### src/rtl/wb_queue_pkg.sv
// Shared constants for the write-back queue, with fallback values for the Defines.v widths.
// Optional feature macro used by this slice: WB_FORWARD_EN (forward queued results instead of stalling).
`ifndef REG_ADDRESS_LEN
`define REG_ADDRESS_LEN 5
`endif
`ifndef REGISTER_LEN
`define REGISTER_LEN 32
`endif
`ifndef WB_QUEUE_DEPTH
`define WB_QUEUE_DEPTH 4
`endif

package wb_queue_pkg;

    localparam int WB_DEFAULT_DEPTH  = `WB_QUEUE_DEPTH;
    localparam int WB_DEFAULT_ADDR_W = `REG_ADDRESS_LEN;
    localparam int WB_DEFAULT_DATA_W = `REGISTER_LEN;

    // Free slots EXE needs: MEM is older and always takes the first free slot.
    function automatic logic [1:0] exe_slots_needed(input logic mem_valid);
        return mem_valid ? 2'd2 : 2'd1;
    endfunction

endpackage

### src/rtl/wb_queue_if.sv
// Bundle of producer handshakes, register-file write port and decode hazard lookup for wb_queue.
// With WB_FORWARD_EN defined the bundle also carries the forwarding outputs.
interface wb_queue_if #(
    parameter int DEPTH  = 4,
    parameter int ADDR_W = 5,
    parameter int DATA_W = 32
);
    logic                     mem_valid;
    logic                     mem_ready;
    logic [ADDR_W-1:0]        mem_dest;
    logic [DATA_W-1:0]        mem_result;
    logic                     exe_valid;
    logic                     exe_ready;
    logic [ADDR_W-1:0]        exe_dest;
    logic [DATA_W-1:0]        exe_result;
    logic                     wb_en;
    logic [ADDR_W-1:0]        wb_dest;
    logic [DATA_W-1:0]        wb_value;
    logic [ADDR_W-1:0]        src1;
    logic [ADDR_W-1:0]        src2;
    logic                     hazard1;
    logic                     hazard2;
    logic [$clog2(DEPTH):0]   count;
`ifdef WB_FORWARD_EN
    logic                     fwd1_en;
    logic                     fwd2_en;
    logic [DATA_W-1:0]        fwd1_value;
    logic [DATA_W-1:0]        fwd2_value;

    modport slave (
        input  mem_valid, mem_dest, mem_result, exe_valid, exe_dest, exe_result, src1, src2,
        output mem_ready, exe_ready, wb_en, wb_dest, wb_value, hazard1, hazard2, count,
        output fwd1_en, fwd2_en, fwd1_value, fwd2_value
    );
    modport master (
        output mem_valid, mem_dest, mem_result, exe_valid, exe_dest, exe_result, src1, src2,
        input  mem_ready, exe_ready, wb_en, wb_dest, wb_value, hazard1, hazard2, count,
        input  fwd1_en, fwd2_en, fwd1_value, fwd2_value
    );
`else
    modport slave (
        input  mem_valid, mem_dest, mem_result, exe_valid, exe_dest, exe_result, src1, src2,
        output mem_ready, exe_ready, wb_en, wb_dest, wb_value, hazard1, hazard2, count
    );
    modport master (
        output mem_valid, mem_dest, mem_result, exe_valid, exe_dest, exe_result, src1, src2,
        input  mem_ready, exe_ready, wb_en, wb_dest, wb_value, hazard1, hazard2, count
    );
`endif
endinterface

### src/rtl/wb_pending_match.sv
// Compares one decode source against every occupied queue slot; the youngest match wins.
// The value path exists only when WB_FORWARD_EN is defined.
module wb_pending_match
    import wb_queue_pkg::*;
#(
    parameter int DEPTH  = WB_DEFAULT_DEPTH,
    parameter int ADDR_W = WB_DEFAULT_ADDR_W,
    parameter int DATA_W = WB_DEFAULT_DATA_W,
    localparam int PTR_W = $clog2(DEPTH),
    localparam int CNT_W = PTR_W + 1
) (
    input  logic [DEPTH-1:0][ADDR_W-1:0] dests,
`ifdef WB_FORWARD_EN
    input  logic [DEPTH-1:0][DATA_W-1:0] values,
    output logic [DATA_W-1:0]            value,
`endif
    input  logic [PTR_W-1:0]             rd_ptr,
    input  logic [CNT_W-1:0]             count,
    input  logic [ADDR_W-1:0]            src,
    output logic                         match
);

    logic [PTR_W-1:0] idx;

    // Walk oldest to youngest so a later hit overrides an earlier one.
    always_comb begin
        match = 1'b0;
        idx   = '0;
`ifdef WB_FORWARD_EN
        value = '0;
`endif
        for (int k = 0; k < DEPTH; k++) begin
            idx = rd_ptr + PTR_W'(k);
            if ((CNT_W'(k) < count) && (dests[idx] == src)) begin
                match = 1'b1;
`ifdef WB_FORWARD_EN
                value = values[idx];
`endif
            end
        end
    end

endmodule

### src/rtl/wb_queue.sv
// Write-back FIFO between the EXE/MEM stages and the register-file write port, plus RAW hazard lookup.
// Define WB_FORWARD_EN to forward the youngest queued value instead of raising hazards.
module wb_queue
    import wb_queue_pkg::*;
#(
    parameter int DEPTH  = `WB_QUEUE_DEPTH,
    parameter int ADDR_W = `REG_ADDRESS_LEN,
    parameter int DATA_W = `REGISTER_LEN
) (
    input logic        clk,
    input logic        rst,
    wb_queue_if.slave  bus
);

    localparam int PTR_W   = $clog2(DEPTH);
    localparam int CNT_W   = PTR_W + 1;
    localparam int ENTRY_W = ADDR_W + DATA_W;

    logic [DEPTH-1:0][ENTRY_W-1:0] entries;
    logic [DEPTH-1:0][ADDR_W-1:0]  dests;
    logic [DEPTH-1:0][DATA_W-1:0]  values;
    logic [PTR_W-1:0]              rd_ptr, wr_ptr;
    logic [CNT_W-1:0]              count, free;
    logic                          mem_push, exe_push, pop;
    logic [1:0]                    push_cnt;
    logic                          wb_en;
    logic [ADDR_W-1:0]             wb_dest;
    logic [DATA_W-1:0]             wb_value;
    logic                          match1, match2;

    // Readiness uses the registered count only; a pop in the same cycle does not free a slot early.
    assign free          = CNT_W'(DEPTH) - count;
    assign bus.mem_ready = (free >= CNT_W'(1));
    assign bus.exe_ready = (free >= CNT_W'(exe_slots_needed(bus.mem_valid)));
    assign mem_push      = bus.mem_valid && bus.mem_ready;
    assign exe_push      = bus.exe_valid && bus.exe_ready;
    assign push_cnt      = {1'b0, mem_push} + {1'b0, exe_push};
    assign pop           = (count != '0);

    always_comb begin
        for (int i = 0; i < DEPTH; i++) begin
            dests[i]  = entries[i][ENTRY_W-1 -: ADDR_W];
            values[i] = entries[i][DATA_W-1:0];
        end
    end

    // Entry storage needs no reset: occupancy alone decides which slots are meaningful.
    always_ff @(posedge clk) begin
        if (mem_push)
            entries[wr_ptr] <= {bus.mem_dest, bus.mem_result};
        if (exe_push)
            entries[wr_ptr + PTR_W'(mem_push)] <= {bus.exe_dest, bus.exe_result};
    end

    always_ff @(posedge clk) begin
        if (rst) begin
            rd_ptr   <= '0;
            wr_ptr   <= '0;
            count    <= '0;
            wb_en    <= 1'b0;
            wb_dest  <= '0;
            wb_value <= '0;
        end else begin
            wr_ptr <= wr_ptr + PTR_W'(push_cnt);
            rd_ptr <= rd_ptr + PTR_W'(pop);
            count  <= count + CNT_W'(push_cnt) - CNT_W'(pop);
            wb_en  <= pop;
            if (pop) begin
                wb_dest  <= dests[rd_ptr];
                wb_value <= values[rd_ptr];
            end
        end
    end

    assign bus.wb_en    = wb_en;
    assign bus.wb_dest  = wb_dest;
    assign bus.wb_value = wb_value;
    assign bus.count    = count;

    wb_pending_match #(.DEPTH(DEPTH), .ADDR_W(ADDR_W), .DATA_W(DATA_W)) u_match1 (
        .dests  (dests),
`ifdef WB_FORWARD_EN
        .values (values),
        .value  (bus.fwd1_value),
`endif
        .rd_ptr (rd_ptr),
        .count  (count),
        .src    (bus.src1),
        .match  (match1)
    );

    wb_pending_match #(.DEPTH(DEPTH), .ADDR_W(ADDR_W), .DATA_W(DATA_W)) u_match2 (
        .dests  (dests),
`ifdef WB_FORWARD_EN
        .values (values),
        .value  (bus.fwd2_value),
`endif
        .rd_ptr (rd_ptr),
        .count  (count),
        .src    (bus.src2),
        .match  (match2)
    );

`ifdef WB_FORWARD_EN
    assign bus.fwd1_en = match1;
    assign bus.fwd2_en = match2;
    assign bus.hazard1 = 1'b0;
    assign bus.hazard2 = 1'b0;
`else
    assign bus.hazard1 = match1;
    assign bus.hazard2 = match2;
`endif

endmodule

### src/flat_wrapper.sv
// flat-port wrapper written by rule: the top's interface ports become plain ports
module wb_queue_flat import wb_queue_pkg::*;
#(
    parameter int DEPTH  = `WB_QUEUE_DEPTH,
    parameter int ADDR_W = `REG_ADDRESS_LEN,
    parameter int DATA_W = `REGISTER_LEN
)
  (clk, rst, bus_mem_valid, bus_mem_dest, bus_mem_result, bus_exe_valid, bus_exe_dest, bus_exe_result, bus_src1, bus_src2, bus_mem_ready, bus_exe_ready, bus_wb_en, bus_wb_dest, bus_wb_value, bus_hazard1, bus_hazard2, bus_count);
  wb_queue_if #(.DEPTH(DEPTH), .ADDR_W(ADDR_W), .DATA_W(DATA_W)) bus_i ();
  input logic clk;
  input logic rst;
  input wire logic [$bits(bus_i.mem_valid)-1:0] bus_mem_valid;
  input wire logic [$bits(bus_i.mem_dest)-1:0] bus_mem_dest;
  input wire logic [$bits(bus_i.mem_result)-1:0] bus_mem_result;
  input wire logic [$bits(bus_i.exe_valid)-1:0] bus_exe_valid;
  input wire logic [$bits(bus_i.exe_dest)-1:0] bus_exe_dest;
  input wire logic [$bits(bus_i.exe_result)-1:0] bus_exe_result;
  input wire logic [$bits(bus_i.src1)-1:0] bus_src1;
  input wire logic [$bits(bus_i.src2)-1:0] bus_src2;
  output wire logic [$bits(bus_i.mem_ready)-1:0] bus_mem_ready;
  output wire logic [$bits(bus_i.exe_ready)-1:0] bus_exe_ready;
  output wire logic [$bits(bus_i.wb_en)-1:0] bus_wb_en;
  output wire logic [$bits(bus_i.wb_dest)-1:0] bus_wb_dest;
  output wire logic [$bits(bus_i.wb_value)-1:0] bus_wb_value;
  output wire logic [$bits(bus_i.hazard1)-1:0] bus_hazard1;
  output wire logic [$bits(bus_i.hazard2)-1:0] bus_hazard2;
  output wire logic [$bits(bus_i.count)-1:0] bus_count;
  assign bus_i.mem_valid = bus_mem_valid;
  assign bus_i.mem_dest = bus_mem_dest;
  assign bus_i.mem_result = bus_mem_result;
  assign bus_i.exe_valid = bus_exe_valid;
  assign bus_i.exe_dest = bus_exe_dest;
  assign bus_i.exe_result = bus_exe_result;
  assign bus_i.src1 = bus_src1;
  assign bus_i.src2 = bus_src2;
  assign bus_mem_ready = bus_i.mem_ready;
  assign bus_exe_ready = bus_i.exe_ready;
  assign bus_wb_en = bus_i.wb_en;
  assign bus_wb_dest = bus_i.wb_dest;
  assign bus_wb_value = bus_i.wb_value;
  assign bus_hazard1 = bus_i.hazard1;
  assign bus_hazard2 = bus_i.hazard2;
  assign bus_count = bus_i.count;
  wb_queue #(.DEPTH(DEPTH), .ADDR_W(ADDR_W), .DATA_W(DATA_W)) u_core (.clk(clk), .rst(rst), .bus(bus_i));
endmodule
### config.mk
export PLATFORM = sky130hd
export DESIGN_NAME = wb_queue_flat
export DESIGN_NICKNAME = d
export VERILOG_FILES = /design/src/rtl/wb_queue_pkg.sv /design/src/rtl/wb_queue_if.sv /design/src/rtl/wb_pending_match.sv /design/src/rtl/wb_queue.sv /design/src/flat_wrapper.sv
export SDC_FILE = /design/constraint.sdc
export NUM_CORES = 1
export LEC_CHECK = 0
export CAP_MARGIN = 20
export CORE_ASPECT_RATIO = 0.7
export CORE_MARGIN = 5
export CORE_UTILIZATION = 55
export CTS_CLUSTER_SIZE = 20
export DETAILED_ROUTE_END_ITERATION = 16
export PLACE_DENSITY = 0.82
export SYNTH_ARGS = -nofsm -noshare
export SYNTH_HDL_FRONTEND = slang
export SYNTH_SLANG_ARGS = --single-unit
### constraint.sdc
create_clock -name clk -period 3.4 [get_ports clk]
set_input_delay 0.68 -clock clk [delete_from_list [all_inputs] [get_ports clk]]
set_output_delay 0.68 -clock clk [all_outputs]
set_load 0.02 [all_outputs]
# ---- Word level (Yosys, flattened, before mapping)
# Index checks and enable logic that the tools add are counted.
# W data, S select, Z words.
dict set report word_totals {
  reg_bits 193
  output_inout_bits 45
  wordCells 82
}
dict set report op_classes {
  add_sub_neg 10
  n_lt_le_gt_ge 14
  eq_ne 8
  muxes 27
  n_reduce_logical 13
}
# op count
set op_table {}
lappend op_table {{$bwmux W148} 2}
lappend op_table {{$mux W148} 2}
lappend op_table {{$demux W37 S2} 2}
lappend op_table {{$mux W37} 2}
lappend op_table {{$bmux W32 S2} 1}
lappend op_table {{$bmux W5 S2} 4}
lappend op_table {{$eq A5 B5 Y1} 8}
lappend op_table {{$mux W32} 1}
lappend op_table {{$mux W5} 4}
lappend op_table {{$lt A2 B3 Y1 const B} 6}
lappend op_table {{$logic_and A1 B1 Y1} 12}
lappend op_table {{$mux W1} 8}
lappend op_table {{$lt A1 B3 Y1 const A} 2}
lappend op_table {{$lt A2 B3 Y1 const A} 2}
lappend op_table {{$add A2 B1 Y2} 2}
lappend op_table {{$add A2 B2 Y2 const B} 2}
lappend op_table {{$ge A2 B1 Y1 const B} 2}
lappend op_table {{$add A3 B2 Y3} 1}
lappend op_table {{$ge A3 B1 Y1 const B} 1}
lappend op_table {{$ge A3 B2 Y1} 1}
lappend op_table {{$reduce_bool A3 Y1} 1}
lappend op_table {{$sub A3 B1 Y3} 1}
lappend op_table {{$sub A3 B3 Y3 const A} 1}
lappend op_table {{$add A1 B1 Y2} 1}
lappend op_table {{3 further kinds} 3}

# ---- Logic depth before layout (Yosys ltp)
# Gate-level depths: netlist of run 1.
dict set report logic_depth {
  ltp_word 10
  depth_mapped 14
}

# ---- By module
# A second synthesis of run 1 with hierarchy kept.
dict set report unflattened {
  hier_cells 909
  hier_area_um2 11135.7
}
# mod instances cells_each area_per_inst_um2 seq_area_each_um2
set modules_own_cells {}
lappend modules_own_cells {wb_queue 1 743 9426.5 3863.7}
lappend modules_own_cells {wb_pending_match 2 83 854.6 0.0}

# ---- Worst setup path after synthesis of run 1
# OpenSTA, ideal clock, no wires.
dict set report synth_path {
  kind {flip-flop to flip-flop}
  start {register u_core.count[0], in the netlist u_core.bus.count[0]}
  end {register u_core.count[2], in the netlist u_core.bus.count[2]}
  setup_time_ps 128
  arrival_time_ps 3181
  path_slack_ps 91
  path_stages_with_launch 14
  n_path_buf 0
  synth_period_minus_slack_ps 3309
  cell_sequence {dfxtp_1 -> inv_1 -> ha_1 -> ha_1 -> or4b_1 -> nand2_1 -> inv_1 -> ha_1 -> inv_1 -> ha_1 -> fa_1 -> xnor2_1 -> xnor2_1 -> nor2_1}
}
dict set report synth_between {
  elab_chain_cells 6
  word_cells_on_any_way 9
}
# element line
set synth_lines {}
lappend synth_lines {{from (decl)} wb_queue.sv:23} ;# logic [CNT_W-1:0] count, free;
lappend synth_lines {{from (signal assigned)} wb_queue.sv:66} ;# count <= count + CNT_W'(push_cnt) - CNT_W'(pop);
lappend synth_lines {{$sub A3 B3 Y3} wb_queue.sv:32} ;# assign free = CNT_W'(DEPTH) - count;
lappend synth_lines {{$ge A3 B1 Y1} wb_queue.sv:33} ;# assign bus.mem_ready = (free >= CNT_W'(1));
lappend synth_lines {{via bus_mem_ready} flat_wrapper.sv:20} ;# output wire logic [$bits(bus_i.mem_ready)-1:0] bus_mem_ready;
lappend synth_lines {{$logic_and A1 B1 Y1} wb_queue.sv:35} ;# assign mem_push = bus.mem_valid && bus.mem_ready;
lappend synth_lines {{$add A1 B1 Y2} wb_queue.sv:37} ;# assign push_cnt = {1'b0, mem_push} + {1'b0, exe_push};
lappend synth_lines {{$add A3 B2 Y3} wb_queue.sv:66}
lappend synth_lines {{$sub A3 B1 Y3} wb_queue.sv:66}
# The timed path passes the listed nets, and every way through them passes these cells.
# A chain may end at the register's enable or synchronous reset.

# ---- Final worst setup path of run 1
dict set report layout_path {
  start {register u_core.rd_ptr[1]}
  end {output bus_hazard2}
}
dict set report layout_between {
  elab_chain_cells 8
  word_cells_on_any_way 23
}
# element line
set layout_lines {}
lappend layout_lines {{from (decl)} wb_queue.sv:22} ;# logic [PTR_W-1:0] rd_ptr, wr_ptr;
lappend layout_lines {{from (signal assigned)} wb_queue.sv:65} ;# rd_ptr <= rd_ptr + PTR_W'(pop);
lappend layout_lines {{$add A2 B1 Y2 / $bmux W5 S2 (equally long branches)} {wb_pending_match.sv:33, wb_pending_match.sv:34}}
lappend layout_lines {{$bmux W5 S2 / $mux W5 (equally long branches)} wb_pending_match.sv:34} ;# if ((CNT_W'(k) < count) && (dests[idx] == src)) begin
lappend layout_lines {{$mux W5 (not written as such) / $eq A5 B5 Y1 (equally long branches)} wb_pending_match.sv:34}
lappend layout_lines {{$eq A5 B5 Y1 / $logic_and A1 B1 Y1 (equally long branches)} wb_pending_match.sv:34}
lappend layout_lines {{$logic_and A1 B1 Y1 / $mux W1 (equally long branches)} wb_pending_match.sv:34}
lappend layout_lines {{$mux W1 (2 in a row)} wb_pending_match.sv:34}
lappend layout_lines {{$mux W1 (*)} wb_pending_match.sv:34}
lappend layout_lines {{to (decl)} flat_wrapper.sv:26} ;# output wire logic [$bits(bus_i.hazard2)-1:0] bus_hazard2;
# Every way passes the cells marked *; elsewhere a longest branch is shown, timed or not. The select of a mux whose other input is x is not followed.

==> results_dict.tcl, run 1 <==
set metrics [dict create \
    leakagePower_nw 5.328 \
    cp_slowest_cell "or4_1" \
    async_flop_share_pct 0 \
    grt_pass1_wl_um 41770 \
    yosys-top-cells-area "dfxtp_1 (40%), mux2i_1 (17%), mux4_2 (7.4%)" \
    hold_path.class "register to register" \
    port_buffers 132 \
    status "completed" \
    synth_cells 1037 \
    clkTransAtPathRegs_ns 0.08 \
    reg2reg_slack_ns 0.21 \
    clockBufferDepth 2 \
    clk-insertion-delay-late_ns 0.43 \
    core_area_sq_mm 0.01722 \
    grt_usage_pct 25.37 \
    die_h_um 121.1 \
    max_freq_mhz 298.7 \
    die_area_sq_mm 0.02042 \
    slew_headroom_pct 31.29 \
    finalNetCount 1261 \
    synth_top_cell_area_share_pct 39.87 \
    crit_start "u_core.rd_ptr[1]" \
    seq_area_sq_mm 0.003871 \
    totalWireLength_um 26050 \
    synth_nets 1138 \
    area_growth_syn_to_layout_pct 25.13 \
    whs_ns 0.4597 \
    hpwl_um 16600 \
    drt_iter0_markers 605 \
    worst_setup_path_end_kind "output port" \
    critPathMaxFanout 8 \
    syn_avg_cell_area_sq_um 9.345 \
    irDropWorstVdd_mv 0.6222 \
    vias 8075 \
    via_per_inst 5.743 \
    die_w_um 168.7 \
    worstSetupPathType "register to output port" \
    drc 0 \
    final.fill_count 1342 \
    grt.overflow.total 0 \
    dpl_cell_area_sq_mm 0.01138 \
    p_total_w 0.01331 \
    fin_skew_ns 0.008797 \
    antenna_found_initial 1 \
    htreeDepth 4 \
    wl_per_cell_um 18.53 \
    period_minus_slack_ns 3.348 \
    netlist_area_sq_mm 0.009691 \
    r2r-start "u_core.bus.count[0]" \
    max-cap-violations 0 \
    r2r-end "u_core.bus.count[2]" \
    synth-main-ff-cell "dfxtp_1" \
    cts-buffers-inserted 17 \
    synth_seq_area_share_pct 39.87 \
    layout-drive-gt1-share_pct 13.21 \
    drt.antenna.violating_nets 0 \
    gp_congestion 0.9717 \
    cp_slowest_stage_delay_ns 0.54 \
    cts_tree "yes" \
    grt_pass1_vias 8014 \
    start_kind "register" \
    rr_worst_depth 13 \
    crit_chain "buf_6 -> buf_4 -> mux2i_4 -> buf_4 -> xnor2_1 -> nor3_1 -> a21oi_1 -> nor2_1 -> or4_1 -> buf_2" \
    synth_edf_count 0 \
    crit_arrival_ns 2.67 \
    tightestPinTransition_ns 1.031 \
    grt_max_degree 47 \
    final_cell_area_sq_mm 0.01213 \
    crit_end "bus_hazard2" \
    synth-seq-cells 193 \
    holdBufCountCts 0 \
    rows 40 \
    clock_sinks 193 \
    hold_viol 0 \
    first_pass_iters 6 \
    pin_count 133 \
    required_ns 2.72 \
    cts_root_buf "clkbuf_16" \
    post-route-period-util_pct 98.46 \
    yosysTopAreaCell "dfxtp_1" \
    layout_common_cells "dfxtp_1 (191), mux2i_1 (158), nand2_1 (141)" \
    synth.distinct_cells 38 \
    rsz0062_at_grt "true" \
    initial_core_util_pct 56.29 \
    yosys_warnings 0 \
    drv_slew 0 \
    setup_violations 0 \
    p_per_area_mw_per_mm2 1097 \
    mostFrequentLayoutCell "dfxtp_1" \
    crit_top_cell "buf_4" \
    multi_input_area_sq_mm 0.005459 \
]
-- power by group --
part / switching, W / internal, W / leakage (nW)
Combinational: 0.00361 / 0.00336 / 3.41
Clock: 0.000951 / 0.00118 / 0.299
Sequential: 0.000694 / 0.00351 / 1.62
-- registers in the layout, indices dropped and copies added, names as in the netlist --
name	cells
u_core.bus.count	3
u_core.bus.wb_dest	5
u_core.bus.wb_en	1
u_core.bus.wb_value	32
u_core.dests	20
u_core.entries	128
u_core.rd_ptr	2
u_core.wr_ptr	2
-- cells in the mapped netlist, types with 3 or more instances --
cell,instances
mux2_2,13
nand2_1,141
buf_8,3
buf_6,6
xor2_1,30
clkbuf_1,50
nor2_1,95
xnor2_1,25
mux4_2,32
mux2i_1,166
o21ai_0,74
nor2b_1,3
buf_2,9
buf_1,8
a211oi_1,4
ha_1,12
inv_1,11
buf_4,4
a21oi_1,115
dfxtp_1,193
nand4_1,7
nor3_1,12
-- how the worst min path moves through the flow --
stage / slack [ns] / depth (start not counted) / to / startpoint
2_1_floorplan: 0.50 / 2 / u_core.entries[0] / u_core.entries[0]
3_3_place_gp: 0.44 / 2 / u_core.bus.wb_value[13] / u_core.bus.wb_value[13]
3_5_place_dp: 0.45 / 2 / u_core.bus.wb_value[10] / u_core.bus.wb_value[10]
4_1_cts: 0.47 / 2 / u_core.bus.wb_value[10] / u_core.bus.wb_value[10]
5_1_grt: 0.48 / 2 / u_core.bus.wb_value[8] / u_core.bus.wb_value[8]
6_report: 0.46 / 2 / u_core.bus.wb_value[10] / u_core.bus.wb_value[10]
-- repair_timing --
item / CTS / global route
setup endpoints to repair: 2 / 2
resized for setup: 24 / 3
setup buffers: 3 / 0
-- metal layers --
metal  GRT usage (%)  up-vias  part of all wire [%]
met5               0        -                 0.042
met4           7.400        2                   1.6
met3           6.838       48                   8.1
met2           41.95      288                    47
met1           32.79     3882                    43
li1                -     3855                     -
-- worst max-delay path: cells and delay by family (launching register included) --
| kind | cells | cell delay, ns |
|---|---|---|
| AO/OA/AOI/OAI | 1 | 0.15 |
| XOR/XNOR | 1 | 0.11 |
| buffers and inverters | 4 | 0.65 |
| flip-flops | 1 | 0.43 |
| multiplexers | 1 | 0.24 |
| AND/OR/NAND/NOR | 3 | 0.66 |
-- cell type report --
class,count,area share [%]
timing repair buffer,186,15.11
inverter,12,0.3715
clock inverter,15,1.641
multi-input combinational,750,45.02
tap,231,2.384
antenna,2,0.04128
sequential,193,31.93
clock buffer,17,3.508
-- metrics by stage --
| step | TNS (ns) | cells | setup WS [ns] | util (%) |
|---|---|---|---|---|
| floorplan | 0 | 1037 | 0.09115 | - |
| global placement | -0.2071 | 1369 | -0.1026 | 66.09 |
| detailed placement | -0.3607 | 1369 | -0.2198 | 66.09 |
| CTS | 0 | 1404 | 0.01805 | 70.41 |
| global route | -0.06800 | 1404 | -0.06800 | 70.40 |
| finish | 0 | 1406 | 0.05232 | 70.43 |
-- cells by family after synthesis --
logic type      Yosys count  synth area share, %
fa+ha+maj                13                1.756
flops                   193                39.87
compound gates          196                10.29
simple gates            271                11.43
xor+xnor                 55                4.971
buf+inv                  94                5.061
mux                     215                26.62
Note: power is estimated with default switching activity, not from simulation.
==> run 2, diff against run 1 <==
SLEW_MARGIN = 20   (was not set)
==> results of run 2 <==
No change in the layout: final DEF, timing and power equal those of run 1.
==> run 3, diff against run 2 <==
CELL_PAD_IN_SITES_DETAIL_PLACEMENT = 1   (was not set)
CELL_PAD_IN_SITES_GLOBAL_PLACEMENT = 1   (was not set)
CORE_UTILIZATION = 42   (was 55)
clock period = 3.23 ns   (was 3.4 ns; I/O delays follow)
==> run 3 against run 2 <==
- the run now ends with setup timing left
- cell count grew 7.5%
- routed wire length increased by 30%
- utilization is 15 points lower
- count of clock-buffer cells in the layout rose by 4
- die area up 29%
- first-iteration DRC count down 11%
- register-to-register slack worse by 0.22 ns
- hold slack better by 0.0030 ns
- critical endpoint unchanged
- largest power group unchanged
- highest routed layer is now met4
==> results_dict.tcl, run 3 (synthesis gave the netlist of run 1 again) <==
set metrics [dict create \
    dpl_cell_area_sq_mm 0.01159 \
    pin_count 133 \
    die_area_sq_mm 0.02626 \
    worst_setup_path_end_kind "output port" \
    crit_end "bus_hazard2" \
    critPathMaxFanout 8 \
    whs_ns 0.4627 \
    clock_sinks 193 \
    cts_tree "yes" \
    finalNetCount 1286 \
    leakagePower_nw 5.548 \
    max_freq_mhz 301.5 \
    period_minus_slack_ns 3.317 \
    core_area_sq_mm 0.02268 \
    r2r-start "u_core.bus.count[1]" \
    tightestPinTransition_ns 1.081 \
    drc 0 \
    max-cap-violations 0 \
    mostFrequentLayoutCell "dfxtp_1" \
    cts-buffers-inserted 17 \
    final.fill_count 2506 \
    rsz0062_at_grt "true" \
    wl_per_cell_um 22.44 \
    fin_skew_ns 0.01548 \
    post-route-period-util_pct 102.7 \
    grt_pass1_wl_um 48710 \
    hold_path.class "register to register" \
    cp_slowest_cell "or4_4" \
    rr_worst_depth 13 \
    port_buffers 132 \
    largest_register_ffs 128 \
    totalWireLength_um 33910 \
    crit_chain "buf_16 -> mux2_1 -> mux2i_1 -> buf_4 -> xor2_1 -> nand4_1 -> nor3_1 -> or4_4 -> buf_6" \
    drt.antenna.violating_nets 0 \
    status "finished, violations left" \
    layout_common_cells "dfxtp_1 (189), mux2i_1 (159), nand2_1 (139)" \
    grt_usage_pct 23.67 \
    crit_arrival_ns 2.67 \
    holdBufCountCts 0 \
    setup_violations 3 \
    p_per_area_mw_per_mm2 1197 \
    die_h_um 137.1 \
    cp_slowest_stage_delay_ns 0.49 \
    slew_headroom_pct 27.96 \
    clkTransAtPathRegs_ns 0.07 \
    final_cell_area_sq_mm 0.01266 \
    first_pass_iters 5 \
    area_growth_syn_to_layout_pct 30.69 \
    start_kind "register" \
    hpwl_um 19920 \
    rows 46 \
    vias 8479 \
    gp_congestion 0.8609 \
    grt_pass1_vias 8762 \
    htreeDepth 4 \
    drt_iter0_markers 541 \
    clockBufferDepth 2 \
    worstSetupPathType "register to output port" \
    min_path_cells 2 \
    crit_start "u_core.rd_ptr[1]" \
    grt.overflow.total 0 \
    required_ns 2.58 \
    layout-drive-gt1-share_pct 16.61 \
    die_w_um 191.6 \
    hold_viol 0 \
    top_register "u_core.entries" \
    fin_ws_ns -0.08718 \
    reg2reg_slack_ns -0.01 \
    violations "setup timing" \
    via_per_inst 5.612 \
    grt_max_degree 65 \
    fin_setup_tns_ns -0.1946 \
    irDropWorstVdd_mv 0.5111 \
    antenna_found_initial 1 \
    initial_core_util_pct 42.73 \
    cts_root_buf "clkbuf_16" \
    clk-insertion-delay-late_ns 0.45 \
    drv_slew 0 \
    r2r-end "u_core.bus.count[2]" \
]
==> run 3: cell count changes in the layout (fill, tap and decap cells not counted), sizes merged <==
cell	delta
buf	+22
clkbuf	+7
inv	-5
clkinv	+3
bufinv	-1
clkdlybuf4s50	-1
clkinvlp	-1
diode	-1
dlygate4sd2	+1
==> run 3: worst min path at each step <==
| stage | end | startpoint |
|---|---|---|
| 3_5_place_dp | u_core.bus.wb_value[5] | u_core.bus.wb_value[5] |
| 4_1_cts | u_core.bus.wb_value[12] | u_core.bus.wb_value[12] |
| 6_report | u_core.bus.wb_value[12] | u_core.bus.wb_value[12] |
| 3_3_place_gp | u_core.bus.wb_value[13] | u_core.bus.wb_value[13] |
| 5_1_grt | u_core.bus.wb_value[11] | u_core.bus.wb_value[11] |
| 2_1_floorplan | u_core.entries[0] | u_core.entries[0] |
==> run 3: final cells by class <==
type	instances	area, sq um	area share (%)
antenna	1	2.502	0.01976
timing repair buffer	211	2193	17.32
multi-input combinational	750	5564	43.93
clock inverter	11	131.4	1.037
tap	312	390.4	3.082
inverter	12	46.29	0.3655
sequential	193	3876	30.61
clock buffer	21	460.4	3.636
==> run 3: power by group <==
| part | internal (W) | leakage [nW] | total (W) | switching (W) |
|---|---|---|---|---|
| logic | 0.00403 | 3.64 | 0.00847 | 0.00444 |
| registers | 0.00370 | 1.62 | 0.00449 | 0.000791 |
| clock network | 0.00119 | 0.285 | 0.00220 | 0.00101 |
==> run 3: per-stage QoR <==
stage / power [W] / utilization (%) / setup WS, ns / cells
floorplan: 0.009216 / - / 0.04195 / 1037
global placement: 0.01156 / 51.11 / -0.2579 / 1461
detailed placement: 0.01195 / 51.11 / -0.3623 / 1461
CTS: 0.01446 / 54.47 / -0.04243 / 1500
global route: 0.01602 / 55.85 / -0.1425 / 1511
finish: 0.01516 / 55.85 / -0.08718 / 1511
==> run 3: metal layers <==
| layer | vias to the layer above | track usage (%) | part of all wire [%] |
|---|---|---|---|
| met5 | - | 0 | 0 |
| met4 | 0 | 5.223 | 1.3 |
| met3 | 33 | 4.615 | 5.1 |
| met2 | 242 | 39.55 | 49 |
| met1 | 4308 | 32.02 | 45 |
| li1 | 3896 | - | - |
==> run 3: critical path, delay by kind of cell, from the launching register on <==
family                    cells  cell delay (ns)
and+or+nand+nor               3             0.65
buffers and inverters         3             0.48
DFF                           1             0.40
xor gates and xnor gates      1             0.06
muxes                         2             0.63
==> run 3: what timing repair did <==
action,in CTS,in global routing
setup endpoints to repair,4,114
resized for setup,38,27
buffers inserted,6,5
gates cloned,1,5
pin swaps,9,12
